===== src/rtl/cpu_types_pkg.sv =====
// Shared core types: data word, register index, write-back source codes and
// the memory-stage FSM state.
// No ports; imported by the memory stage, its interface and its MEM/WB latch.
package cpu_types_pkg;

  typedef logic [31:0] word_t;
  typedef logic [4:0]  regbits_t;

  // rdSel codes 4..7 are unused by the decoder and fall back to the ALU result.
  typedef enum logic [2:0] {
    WB_ALU  = 3'd0,
    WB_LOAD = 3'd1,
    WB_NPC  = 3'd2,
    WB_IMM  = 3'd3
  } wbsel_t;

  typedef enum logic [1:0] {
    IDLE   = 2'd0,
    WAIT   = 2'd1,
    DONE   = 2'd2,
    HALTED = 2'd3
  } memstage_state_t;

endpackage


===== src/rtl/mem_stage_if.sv =====
// Data-cache request/response bundle between the memory stage and the dcache.
// master (stage): drives dmemREN/dmemWEN/datomic/dmemaddr/dmemstore, sees dhit/dmemload.
// slave (cache): the mirror image.
interface mem_stage_if;
  import cpu_types_pkg::*;

  logic  dhit;
  word_t dmemload;
  logic  dmemREN;
  logic  dmemWEN;
  logic  datomic;
  word_t dmemaddr;
  word_t dmemstore;

  modport master (
    input  dhit, dmemload,
    output dmemREN, dmemWEN, datomic, dmemaddr, dmemstore
  );

  modport slave (
    output dhit, dmemload,
    input  dmemREN, dmemWEN, datomic, dmemaddr, dmemstore
  );

endinterface


===== src/rtl/mem_wb_latch.sv =====
// MEM/WB pipeline register: load captures the inputs, bubble clears to a no-op.
// Latency: one edge. Backpressure: none; the controller decides every cycle.
// Ports: CLK/RST (sync, active-high), load/bubble controls, write-back data, rd, regWr, halt.
module mem_wb_latch
  import cpu_types_pkg::*;
(
  input  logic     CLK,
  input  logic     RST,
  input  logic     load,
  input  logic     bubble,
  input  word_t    wdatIn,
  input  regbits_t rdIn,
  input  logic     regWrIn,
  input  logic     haltIn,
  output word_t    wdat,
  output regbits_t rd,
  output logic     regWr,
  output logic     halt
);

  // Bubble wins over load so a stalled cycle can never leak a half-finished op.
  always_ff @(posedge CLK) begin
    if (RST || bubble) begin
      wdat  <= '0;
      rd    <= '0;
      regWr <= 1'b0;
      halt  <= 1'b0;
    end else if (load) begin
      wdat  <= wdatIn;
      rd    <= rdIn;
      regWr <= regWrIn;
      halt  <= haltIn;
    end
  end

endmodule


===== src/rtl/mem_stage.sv =====
// Memory stage: issues the dcache request, stalls upstream on a miss, muxes write-back data into MEM/WB.
// Latency: non-memory op 1 edge; memory op N+1 edges where N = cycles from request to dhit.
// Backpressure: stall_o freezes IF..EX/MEM while a miss is outstanding; MEM/WB gets bubbles meanwhile.
// Ports: CLK/RST (sync, active-high), EX/MEM inputs (*_i), ex_adv_i, dcif (dcache master),
//        stall_o, MEM/WB outputs (wdat_o, rd_o, regWr_o, halt_o), sticky timeout_o.
module mem_stage
  import cpu_types_pkg::*;
#(
  parameter int TIMEOUT_CYCLES = 0
) (
  input  logic              CLK,
  input  logic              RST,
  input  word_t             port_out_i,
  input  word_t             rdat2_i,
  input  word_t             zeroExt_i,
  input  word_t             npc_i,
  input  regbits_t          rd_i,
  input  logic              regWr_i,
  input  logic              dREN_i,
  input  logic              dWEN_i,
  input  logic              datomic_i,
  input  logic              halt_i,
  input  logic [2:0]        rdSel_i,
  input  logic              ex_adv_i,
  mem_stage_if.master       dcif,
  output logic              stall_o,
  output word_t             wdat_o,
  output regbits_t          rd_o,
  output logic              regWr_o,
  output logic              halt_o,
  output logic              timeout_o
);

  // A zero limit disables the watchdog; keep the counter one bit wide so it still elaborates.
  localparam int CW = (TIMEOUT_CYCLES > 0) ? $clog2(TIMEOUT_CYCLES + 1) : 1;

  memstage_state_t state, nextState;
  logic [CW-1:0]   waitCnt;

  logic  memOp, inFlight, reqOn;
  word_t wbDat;
  logic  latchLoad, latchBubble;
  word_t ldWdat;
  regbits_t ldRd;
  logic  ldRegWr, ldHalt;
  logic  cntInc, cntClr;

  assign memOp    = dREN_i | dWEN_i;
  assign inFlight = (state == IDLE) || (state == WAIT);
  assign reqOn    = memOp & inFlight & ~RST;

  // Both enables high means an atomic-style store: write wins.
  assign dcif.dmemREN   = reqOn & dREN_i & ~dWEN_i;
  assign dcif.dmemWEN   = reqOn & dWEN_i;
  assign dcif.datomic   = reqOn & datomic_i;
  assign dcif.dmemaddr  = port_out_i;
  assign dcif.dmemstore = rdat2_i;

  assign stall_o = memOp & ~dcif.dhit & inFlight;

  always_comb begin
    wbDat = port_out_i;
    case (rdSel_i)
      WB_LOAD: wbDat = dcif.dmemload;
      WB_NPC:  wbDat = npc_i;
      WB_IMM:  wbDat = zeroExt_i;
      default: wbDat = port_out_i;
    endcase
  end

  always_ff @(posedge CLK) begin
    if (RST) state <= IDLE;
    else     state <= nextState;
  end

  always_comb begin
    nextState   = state;
    latchLoad   = 1'b0;
    latchBubble = 1'b0;
    ldWdat      = wbDat;
    ldRd        = rd_i;
    ldRegWr     = regWr_i;
    ldHalt      = halt_i;
    cntInc      = 1'b0;
    cntClr      = 1'b0;
    case (state)
      IDLE: begin
        if (memOp && !dcif.dhit) begin
          nextState   = WAIT;
          latchBubble = 1'b1;
          cntClr      = 1'b1;
        end else begin
          latchLoad = 1'b1;
          if (halt_i)                 nextState = HALTED;
          else if (memOp && !ex_adv_i) nextState = DONE;
        end
      end
      WAIT: begin
        // Every WAIT cycle counts, including the one the hit lands on.
        cntInc = 1'b1;
        if (dcif.dhit) begin
          latchLoad = 1'b1;
          if (halt_i)         nextState = HALTED;
          else if (ex_adv_i)  nextState = IDLE;
          else                nextState = DONE;
        end else begin
          latchBubble = 1'b1;
        end
      end
      DONE: begin
        // EX/MEM still shows the finished op; keep MEM/WB empty until it moves on.
        latchBubble = 1'b1;
        if (ex_adv_i) nextState = IDLE;
      end
      HALTED: begin
        // Hold the halting result but stop any further register write.
        latchLoad = 1'b1;
        ldWdat    = wdat_o;
        ldRd      = rd_o;
        ldRegWr   = 1'b0;
        ldHalt    = 1'b1;
      end
      default: nextState = IDLE;
    endcase
  end

  always_ff @(posedge CLK) begin
    if (RST || cntClr)
      waitCnt <= '0;
    else if (cntInc && waitCnt != CW'(TIMEOUT_CYCLES))
      waitCnt <= waitCnt + 1'b1;
  end

  // Flag on the edge where the count reaches the limit; the stage keeps waiting.
  always_ff @(posedge CLK) begin
    if (RST)
      timeout_o <= 1'b0;
    else if ((TIMEOUT_CYCLES > 0) && cntInc && (int'(waitCnt) + 1 >= TIMEOUT_CYCLES))
      timeout_o <= 1'b1;
  end

  mem_wb_latch u_memWb (
    .CLK     (CLK),
    .RST     (RST),
    .load    (latchLoad),
    .bubble  (latchBubble),
    .wdatIn  (ldWdat),
    .rdIn    (ldRd),
    .regWrIn (ldRegWr),
    .haltIn  (ldHalt),
    .wdat    (wdat_o),
    .rd      (rd_o),
    .regWr   (regWr_o),
    .halt    (halt_o)
  );

endmodule


===== src/flat_wrapper.sv =====
// flat-port wrapper written by rule: the top's interface ports become plain ports
module mem_stage_flat import cpu_types_pkg::*;
#(
  parameter int TIMEOUT_CYCLES = 0
)
  (CLK, RST, port_out_i, rdat2_i, zeroExt_i, npc_i, rd_i, regWr_i, dREN_i, dWEN_i, datomic_i, halt_i, rdSel_i, ex_adv_i, stall_o, wdat_o, rd_o, regWr_o, halt_o, timeout_o, dcif_dhit, dcif_dmemload, dcif_dmemREN, dcif_dmemWEN, dcif_datomic, dcif_dmemaddr, dcif_dmemstore);
  mem_stage_if dcif_i ();
  input  logic CLK;
  input  logic RST;
  input  word_t port_out_i;
  input  word_t rdat2_i;
  input  word_t zeroExt_i;
  input  word_t npc_i;
  input  regbits_t rd_i;
  input  logic regWr_i;
  input  logic dREN_i;
  input  logic dWEN_i;
  input  logic datomic_i;
  input  logic halt_i;
  input  logic [2:0] rdSel_i;
  input  logic ex_adv_i;
  output logic stall_o;
  output word_t wdat_o;
  output regbits_t rd_o;
  output logic regWr_o;
  output logic halt_o;
  output logic timeout_o;
  input wire logic [$bits(dcif_i.dhit)-1:0] dcif_dhit;
  input wire logic [$bits(dcif_i.dmemload)-1:0] dcif_dmemload;
  output wire logic [$bits(dcif_i.dmemREN)-1:0] dcif_dmemREN;
  output wire logic [$bits(dcif_i.dmemWEN)-1:0] dcif_dmemWEN;
  output wire logic [$bits(dcif_i.datomic)-1:0] dcif_datomic;
  output wire logic [$bits(dcif_i.dmemaddr)-1:0] dcif_dmemaddr;
  output wire logic [$bits(dcif_i.dmemstore)-1:0] dcif_dmemstore;
  assign dcif_i.dhit = dcif_dhit;
  assign dcif_i.dmemload = dcif_dmemload;
  assign dcif_dmemREN = dcif_i.dmemREN;
  assign dcif_dmemWEN = dcif_i.dmemWEN;
  assign dcif_datomic = dcif_i.datomic;
  assign dcif_dmemaddr = dcif_i.dmemaddr;
  assign dcif_dmemstore = dcif_i.dmemstore;
  mem_stage #(.TIMEOUT_CYCLES(TIMEOUT_CYCLES)) u_core (.CLK(CLK), .RST(RST), .port_out_i(port_out_i), .rdat2_i(rdat2_i), .zeroExt_i(zeroExt_i), .npc_i(npc_i), .rd_i(rd_i), .regWr_i(regWr_i), .dREN_i(dREN_i), .dWEN_i(dWEN_i), .datomic_i(datomic_i), .halt_i(halt_i), .rdSel_i(rdSel_i), .ex_adv_i(ex_adv_i), .dcif(dcif_i), .stall_o(stall_o), .wdat_o(wdat_o), .rd_o(rd_o), .regWr_o(regWr_o), .halt_o(halt_o), .timeout_o(timeout_o));
endmodule

===== config.mk =====
export PLATFORM = sky130hd
export DESIGN_NAME = mem_stage_flat
export DESIGN_NICKNAME = d
export VERILOG_FILES = /design/src/rtl/cpu_types_pkg.sv /design/src/rtl/mem_stage_if.sv /design/src/rtl/mem_wb_latch.sv /design/src/rtl/mem_stage.sv /design/src/flat_wrapper.sv
export SDC_FILE = /design/constraint.sdc
export NUM_CORES = 1
export LEC_CHECK = 0
export CORE_ASPECT_RATIO = 0.9
export CORE_MARGIN = 5
export CORE_UTILIZATION = 37
export DETAILED_ROUTE_END_ITERATION = 16
export HOLD_SLACK_MARGIN = 0.08
export PLACE_DENSITY_LB_ADDON = 0.3
export SYNTH_ARGS = -nofsm -noshare
export SYNTH_HDL_FRONTEND = slang
export SYNTH_HIERARCHICAL = 1
export SYNTH_SLANG_ARGS = --single-unit

===== constraint.sdc =====
create_clock -name CLK -period 3.94 [get_ports CLK]
set_clock_uncertainty 0.2 [all_clocks]
set_input_delay 0.788 -clock CLK [delete_from_list [all_inputs] [get_ports CLK]]
set_output_delay 0.788 -clock CLK [all_outputs]
set_load 0.01 [all_outputs]

# == Word level (Yosys, flattened, before mapping) ==
# Cells that the tools add are included.
# totals
word_cells,54
ff_bits,41
inputBits,177
# classes
reduce_logical,10
bitwise,13
mux,17
eq_ne,9
# ops
cell,count
$pmux W32 S3,1
$mux W2,7
$and A1 B1 Y1,8
$eq A3 B2 Y1 const B,2
$mux W1,6
$pmux W1 S3,2
$pmux W2 S3,1
$eq A2 B2 Y1 const B,2
$ne A2 B2 Y1 const B,2
$ne A4 B4 Y1 const B,1
$not A1 Y1,4
$reduce_and A4 Y1,1
$eq A3 B1 Y1 const B,1
$reduce_bool A3 Y1,1
$eq A2 B1 Y1 const B,1
$logic_and A1 B1 Y1,2
$logic_not A1 Y1,2
$logic_not A2 Y1,1
$logic_or A1 B1 Y1,2
$reduce_and A2 Y1,1
$or A1 B1 Y1,1

# == Longest topological paths before layout ==
# Gate-level depths: netlist of run 1.
# logic_depth
word_depth,6
mapped_depth,10
mapped_depth_nobuf,7

# == Hierarchy ==
# The synthesis of run 1 kept the hierarchy.
# by_module_without_submodules
mod,n_inst,cells_each,area_each_um2
mem_stage,1,359,2290.9
mem_wb_latch,1,127,1420.1

# == Worst setup path after synthesis of run 1 ==
# No wires, ideal clock.
# synth_path
path_type,input to output
start,input dWEN_i
end,output dcif_dmemREN
path_stages,1
t_arrival_ns,1.272
n_path_buf,0
t_required_ns,2.952
setup_slack_ns,1.680
cell_sequence,nor4b_1
# synth_via
elab_chain_cells,5
# synth_lines
item,line_no,text
start: declaration,flat_wrapper.sv:17,input logic dWEN_i;
$or A1 B1 Y1,mem_stage.sv:48,assign memOp = dREN_i | dWEN_i;
$and A1 B1 Y1 (2 in a row),mem_stage.sv:50,assign reqOn = memOp & inFlight & ~RST;
$and A1 B1 Y1,mem_stage.sv:53,assign dcif.dmemREN = reqOn & dREN_i & ~dWEN_i;
$and A1 B1 Y1 (*),mem_stage.sv:53,
end: declaration,flat_wrapper.sv:30,output wire logic [$bits(dcif_i.dmemREN)-1:0] dcif_dmemREN;
# Mark *: on every way between the ends. The rest lies on a longest branch, timed or not.

# == Worst setup path in the final report of run 1 ==
# layout_path
start,input RST
end,output dcif_dmemREN
# layout_via
elab_chain_cells,4
# layout_lines
item,line_no,text
start: declaration,flat_wrapper.sv:9,input logic RST;
$not A1 Y1,mem_stage.sv:50,
$and A1 B1 Y1,mem_stage.sv:50,
$and A1 B1 Y1 (2 in a row),mem_stage.sv:53,
# Every way passes these cells.

==> results.sh, run 1 <==
export IMPL_status="complete, no violations"
export IMPL_avgRoutedWirePerCell_um=15.9
export IMPL_die_x_um=116
export IMPL_synth_nets=668
export IMPL_p_per_area_nw_per_um2=438
export IMPL_gp_congestion=0.829
export IMPL_ant_nets=0
export IMPL_busiest_layer="met2"
export IMPL_crit_required_ps=2950
export IMPL_cts_buffers=5
export IMPL_synth_avg_cell_area_um2=7.64
export IMPL_insertion_delay_ps=290
export IMPL_use_met1_pct=20.2
export IMPL_cts_setup_buffers=0
export IMPL_grt_setup_unrepaired="false"
export IMPL_hp_class="flop to flop"
export IMPL_die_y_um=105
export IMPL_synth_most_common_cell="nor2_1"
export IMPL_fin_cells=748
export IMPL_dieArea_um2=12100
export IMPL_hold_viol=0
export IMPL_num_vias=3670
export IMPL_grt_pass1_wl_mm=18.0
export IMPL_io_pins=285
export IMPL_yosysWarnings=6
export IMPL_synthCells=486
export IMPL_synthArstFlopShare_pct=0
export IMPL_drc_errors=0
export IMPL_coreArea_um2=9740
export IMPL_grtUsageMet3_pct=6.18
export IMPL_yosysTopAreaCell="dfxtp_1"
export IMPL_area_delta_synth_final_pct=49.8
export IMPL_fin_crit_ps=3190
export IMPL_slew_headroom_pct=51.6
export IMPL_htree_levels=2
export IMPL_grtUsageMet2_pct=33.0
export IMPL_antennaDiodeCount=0
export IMPL_drt_vias_per_instance=4.91
export IMPL_cts_hold_buffers=0
export IMPL_synth_edff_count=0
export IMPL_path_clk_slew_ps=80
export IMPL_setup_viol=0
export IMPL_layout_drive_gt1_share_pct=4.98
export IMPL_portBuffers=219
export IMPL_drtPass1Iterations=4
export IMPL_synth_cell_types=37
export IMPL_power_mw=2.43
export IMPL_cts_root_buf="clkbuf_8"
export IMPL_clkSinkCount=41
export IMPL_wirelength_mm=11.9
export IMPL_synth_area_um2=3710
export IMPL_synth_ff_type="dfxtp_1"
export IMPL_p_leak_nw=2.14
export IMPL_drtIter0Drc=190
export IMPL_antenna_found_initial=0
export IMPL_synthTopCellsByCount="nor2_1 (76), buf_4 (70), mux2i_1 (70)"
export IMPL_nets=803
export IMPL_critPathCaptureType="output port"
export IMPL_crit_arrival_ps=2210
export IMPL_crit_type="primary input to output port"
export IMPL_synthTopCellsByArea="dfxtp_1 (22%), mux2i_1 (19%), buf_4 (14%), nor2_1 (7.7%), o31ai_1 (6.5%)"
export IMPL_cap_violations=0
export IMPL_core_rowCount=34
export IMPL_crit_path_start_kind="primary input"
export IMPL_ys_seq_elements=41
export IMPL_grt_total_usage_pct=18.3
export IMPL_cts_resized=0
export IMPL_start_util_pct=38.1
export IMPL_fin_tns_setup_ps=0
export IMPL_fmax_mhz=313
export IMPL_dp_final_hpwl_mm=9.23
export IMPL_worst_slack_ps=746
export IMPL_synth_top_area_share_pct=22.1
export IMPL_cp_max_fo=6
export IMPL_seq_area_frac_synth_pct=22.1
export IMPL_final_max_slew_violation_count=0
export IMPL_grt_overflow=0
export IMPL_cts_tree="yes"
export IMPL_hold_slack_ps=321
export IMPL_grt_max_degree=73
export IMPL_dpl_cell_count=740
export IMPL_worst_slew_pin_slew_ps=726
export IMPL_preCtsSetupSlack_ps=477
export IMPL_finalCritPeriodShare_pct=81.1
export IMPL_max_clock_path_buffers=2
export IMPL_ir_drop_mv=0.311
export IMPL_grt_pass1_vias=3680
[worst max-delay path, stage by stage]
cell	delay (ps)
clkdlybuf4s50_1	520
nor4b_1	310
clkdlybuf4s50_1	590
[layout make-up]
cell class,instances,area (um2)
timing repair buffer,228,2250
sequential,41,821
fill,942,4180
inverter,5,18.8
multi-input combinational,340,2170
clock inverter,3,65.1
tap,126,158
clock buffer,5,68.8
[final timing paths]
check	to	slack, ps	cells after the start	startpoint
setup / recovery	dcif_dmemREN	750	3	RST
hold / removal	u_core/u_memWb/wdat[20]$_SDFFE_PP0P_	320	2	u_core/u_memWb/wdat[20]$_SDFFE_PP0P_
setup reg to reg	u_core/u_memWb/wdat[22]$_SDFFE_PP0P_	1380	7	u_core/state[1]$_SDFFE_PP0P_
hold reg to reg	u_core/u_memWb/wdat[20]$_SDFFE_PP0P_	320	2	u_core/u_memWb/wdat[20]$_SDFFE_PP0P_
[flip-flops by register name, summed over array words and instances, names as in the netlist]
| signal | count |
|---|---|
| u_core/u_memWb/regWr | 1 |
| u_core/u_memWb/wdat | 32 |
| u_core/state | 2 |
| u_core/u_memWb/halt | 1 |
| u_core/u_memWb/rd | 5 |
[layout by cell type, fill, tap and decap left out, types with 2 or more instances in the layout]
cell type | Yosys | routed
a21oi_1 | 31 | 31
buf_4 | 70 | 9
bufinv_16 | 0 | 2
clkbuf_8 | 0 | 5
clkdlybuf4s50_1 | 0 | 218
dfxtp_1 | 41 | 41
ha_1 | 5 | 4
inv_1 | 5 | 5
mux2_2 | 6 | 6
mux2i_1 | 70 | 70
nand2_1 | 62 | 62
nand2b_1 | 33 | 33
nor2_1 | 76 | 75
nor2_4 | 0 | 2
nor2b_1 | 4 | 4
o21ai_0 | 2 | 2
o31ai_1 | 32 | 32
[per-stage QoR]
step / instance area (um2) / util [%]
global placement: 5430 / 55.7
global route: 5560 / 57.1
finish: 5560 / 57.1
detailed placement: 5430 / 55.7
floorplan: 3710 / -
CTS: 5560 / 57.1
[power breakdown]
| part | switching, mW | internal, mW |
|---|---|---|
| sequential | 0.0942 | 0.539 |
| combinational | 0.664 | 0.737 |
| clock | 0.147 | 0.252 |
| total | 0.905 | 1.53 |
[kinds of logic after synthesis]
kind of cell / share of synthesized area (%)
flip-flops: 22.1
multiplexers: 21.1
AO/OA/AOI/OAI: 13.6
AND/OR/NAND/NOR: 21.6
adder cells (fa/ha/maj): 1.69
buffers and inverters: 19.7
other: 0.101
[layer usage]
metal  part of all wire [%]  wire length, um  vias up
met3                     10             1230       14
li1                       -                -     1838
met5                      0                0        -
met2                     49             5840      162
met1                     39             4660     1656
met4                    1.3              150        0
(Power assumes the default switching activity.)
==> run 2, diff against run 1 <==
--- a/config.mk
+++ b/config.mk
@@ -7,7 +7,7 @@
 export LEC_CHECK = 0
 export CORE_ASPECT_RATIO = 0.9
 export CORE_MARGIN = 5
-export CORE_UTILIZATION = 37
+export CORE_UTILIZATION = 35
 export DETAILED_ROUTE_END_ITERATION = 16
 export HOLD_SLACK_MARGIN = 0.08
 export PLACE_DENSITY_LB_ADDON = 0.3
==> constraint.sdc (replaced) <==
create_clock -name CLK -period 3.4 [get_ports CLK]
set_clock_uncertainty 0.2 [all_clocks]
set_input_delay 0.68 -clock CLK [delete_from_list [all_inputs] [get_ports CLK]]
set_output_delay 0.68 -clock CLK [all_outputs]
set_load 0.01 [all_outputs]
==> run 2 against run 1 <==
Wire length shrank 1.5%. Worst setup slack lost 320 ps. Global-route usage shrank 0.97 points. Via count shrank 0.19%.
==> results.sh, run 2 (synthesis results as in run 1) <==
export IMPL_dpl_cell_count=745
export IMPL_portBuffers=219
export IMPL_grt_overflow=0
export IMPL_crit_required_ps=2520
export IMPL_regToRegStartpoint="u_core/state[1]$_SDFFE_PP0P_"
export IMPL_cap_violations=0
export IMPL_htree_levels=2
export IMPL_fin_crit_ps=2970
export IMPL_n_fill_cell=977
export IMPL_crit_type="primary input to output port"
export IMPL_final_cell_area_um2=5620
export IMPL_gp_congestion=0.871
export IMPL_fmax_mhz=336
export IMPL_status="complete, no violations"
export IMPL_grt_pass1_wl_mm=18.3
export IMPL_start_util_pct=36.1
export IMPL_fin_tns_setup_ps=0
export IMPL_drt_vias_per_instance=4.86
export IMPL_cts_tree="yes"
export IMPL_r2r_slack_ps=1080
export IMPL_die_y_um=108
export IMPL_wirelength_mm=11.7
export IMPL_final_max_slew_violation_count=0
export IMPL_dp_final_hpwl_mm=9.28
export IMPL_drtIter0Drc=156
export IMPL_worst_slew_pin_slew_ps=714
export IMPL_cp_max_fo=6
export IMPL_cts_hold_buffers=0
export IMPL_insertion_delay_ps=280
export IMPL_path_clk_slew_ps=60
export IMPL_antenna_found_initial=0
export IMPL_die_x_um=119
export IMPL_ff_latch_area_um2=821
export IMPL_hold_slack_ps=307
export IMPL_hp_class="flop to flop"
export IMPL_critPathCaptureType="output port"
export IMPL_ir_drop_mv=0.335
export IMPL_final_cell_mix="clkdlybuf4s50_1 (218), nor2_1 (75), mux2i_1 (70)"
export IMPL_grt_setup_unrepaired="false"
export IMPL_slew_headroom_pct=52.4
export IMPL_cts_root_buf="clkbuf_16"
export IMPL_multi_input_area_um2=2170
export IMPL_finalCritPeriodShare_pct=87.5
export IMPL_fin_util_pct=54.7
export IMPL_crit_path_start="RST"
export IMPL_p_per_area_nw_per_um2=518
export IMPL_avgRoutedWirePerCell_um=15.5
export IMPL_ant_nets=0
export IMPL_area_delta_synth_final_pct=51.6
export IMPL_grt_max_degree=73
export IMPL_fin_cells=753
export IMPL_holdCritStartpoint="u_core/u_memWb/regWr$_SDFFE_PP0P_"
export IMPL_clkSinkCount=41
export IMPL_largest_reg_flops=32
export IMPL_drc_errors=0
export IMPL_cts_buffers=5
export IMPL_setup_viol=0
export IMPL_crit_path_start_kind="primary input"
export IMPL_power_mw=2.91
export IMPL_nets=805
export IMPL_hold_viol=0
export IMPL_biggestRegsByFlops="u_core/u_memWb/wdat (32), u_core/u_memWb/rd (5), u_core/state (2)"
export IMPL_cts_resized=0
export IMPL_grt_pass1_vias=3626
export IMPL_preCtsSetupSlack_ps=294
export IMPL_grt_total_usage_pct=17.3
export IMPL_dieArea_um2=12800
export IMPL_cts_setup_buffers=0
export IMPL_regMostFlops="u_core/u_memWb/wdat"
export IMPL_p_leak_nw=2.17
export IMPL_coreArea_um2=10300
export IMPL_core_rowCount=35
export IMPL_crit_arrival_ps=2090
export IMPL_io_pins=285
export IMPL_place_area_um2=5450
export IMPL_drtPass1Iterations=4
export IMPL_worst_slack_ps=426
export IMPL_layout_drive_gt1_share_pct=5.13
export IMPL_max_clock_path_buffers=2
export IMPL_layout_commonest_cell="clkdlybuf4s50_1"
export IMPL_num_vias=3663
export IMPL_antennaDiodeCount=0
## run 2: changes by cell type in the layout (fill, tap and decap cells not counted)
cell       delta
buf_12        +1
buf_4         +1
bufinv_16     -1
clkbuf_1      +1
clkbuf_16     +5
clkbuf_8      -4
clkinv_2      -1
nor2_2        +1
nor2_4        -1
## run 2: worst max-delay path: stages
cell and delay [ps]:
clkdlybuf4s50_1 490, nor4b_1 330, clkdlybuf4s50_1 600
## run 2: where the power goes
part	internal, mW	switching [mW]
Sequential	0.626	0.109
Combinational	0.875	0.759
Clock	0.367	0.177
## run 2: layout make-up
cell class | instances | share of cell area, %
clock buffer | 7 | 2.54
inverter | 5 | 0.334
multi-input combinational | 340 | 38.6
tap | 129 | 2.87
timing repair buffer | 230 | 40.6
sequential | 41 | 14.6
clock inverter | 1 | 0.534
## run 2: path summary, 6_finish.rpt
kind	endpoint	cells past startpoint
worst min register to register	u_core/u_memWb/regWr$_SDFFE_PP0P_	2
worst min-delay path	u_core/u_memWb/regWr$_SDFFE_PP0P_	2
worst max register to register	u_core/u_memWb/wdat[16]$_SDFFE_PP0P_	7
worst max-delay path	dcif_dmemREN	3
## run 2: metal layers
| metal | vias to the layer above | track usage [%] | wire length, um |
|---|---|---|---|
| li1 | 1838 | - | - |
| met1 | 1640 | 19.7 | 4840 |
| met2 | 166 | 30.8 | 5710 |
| met3 | 19 | 6.41 | 988 |
| met4 | 0 | 4.05 | 170 |
| met5 | - | 0 | 0 |
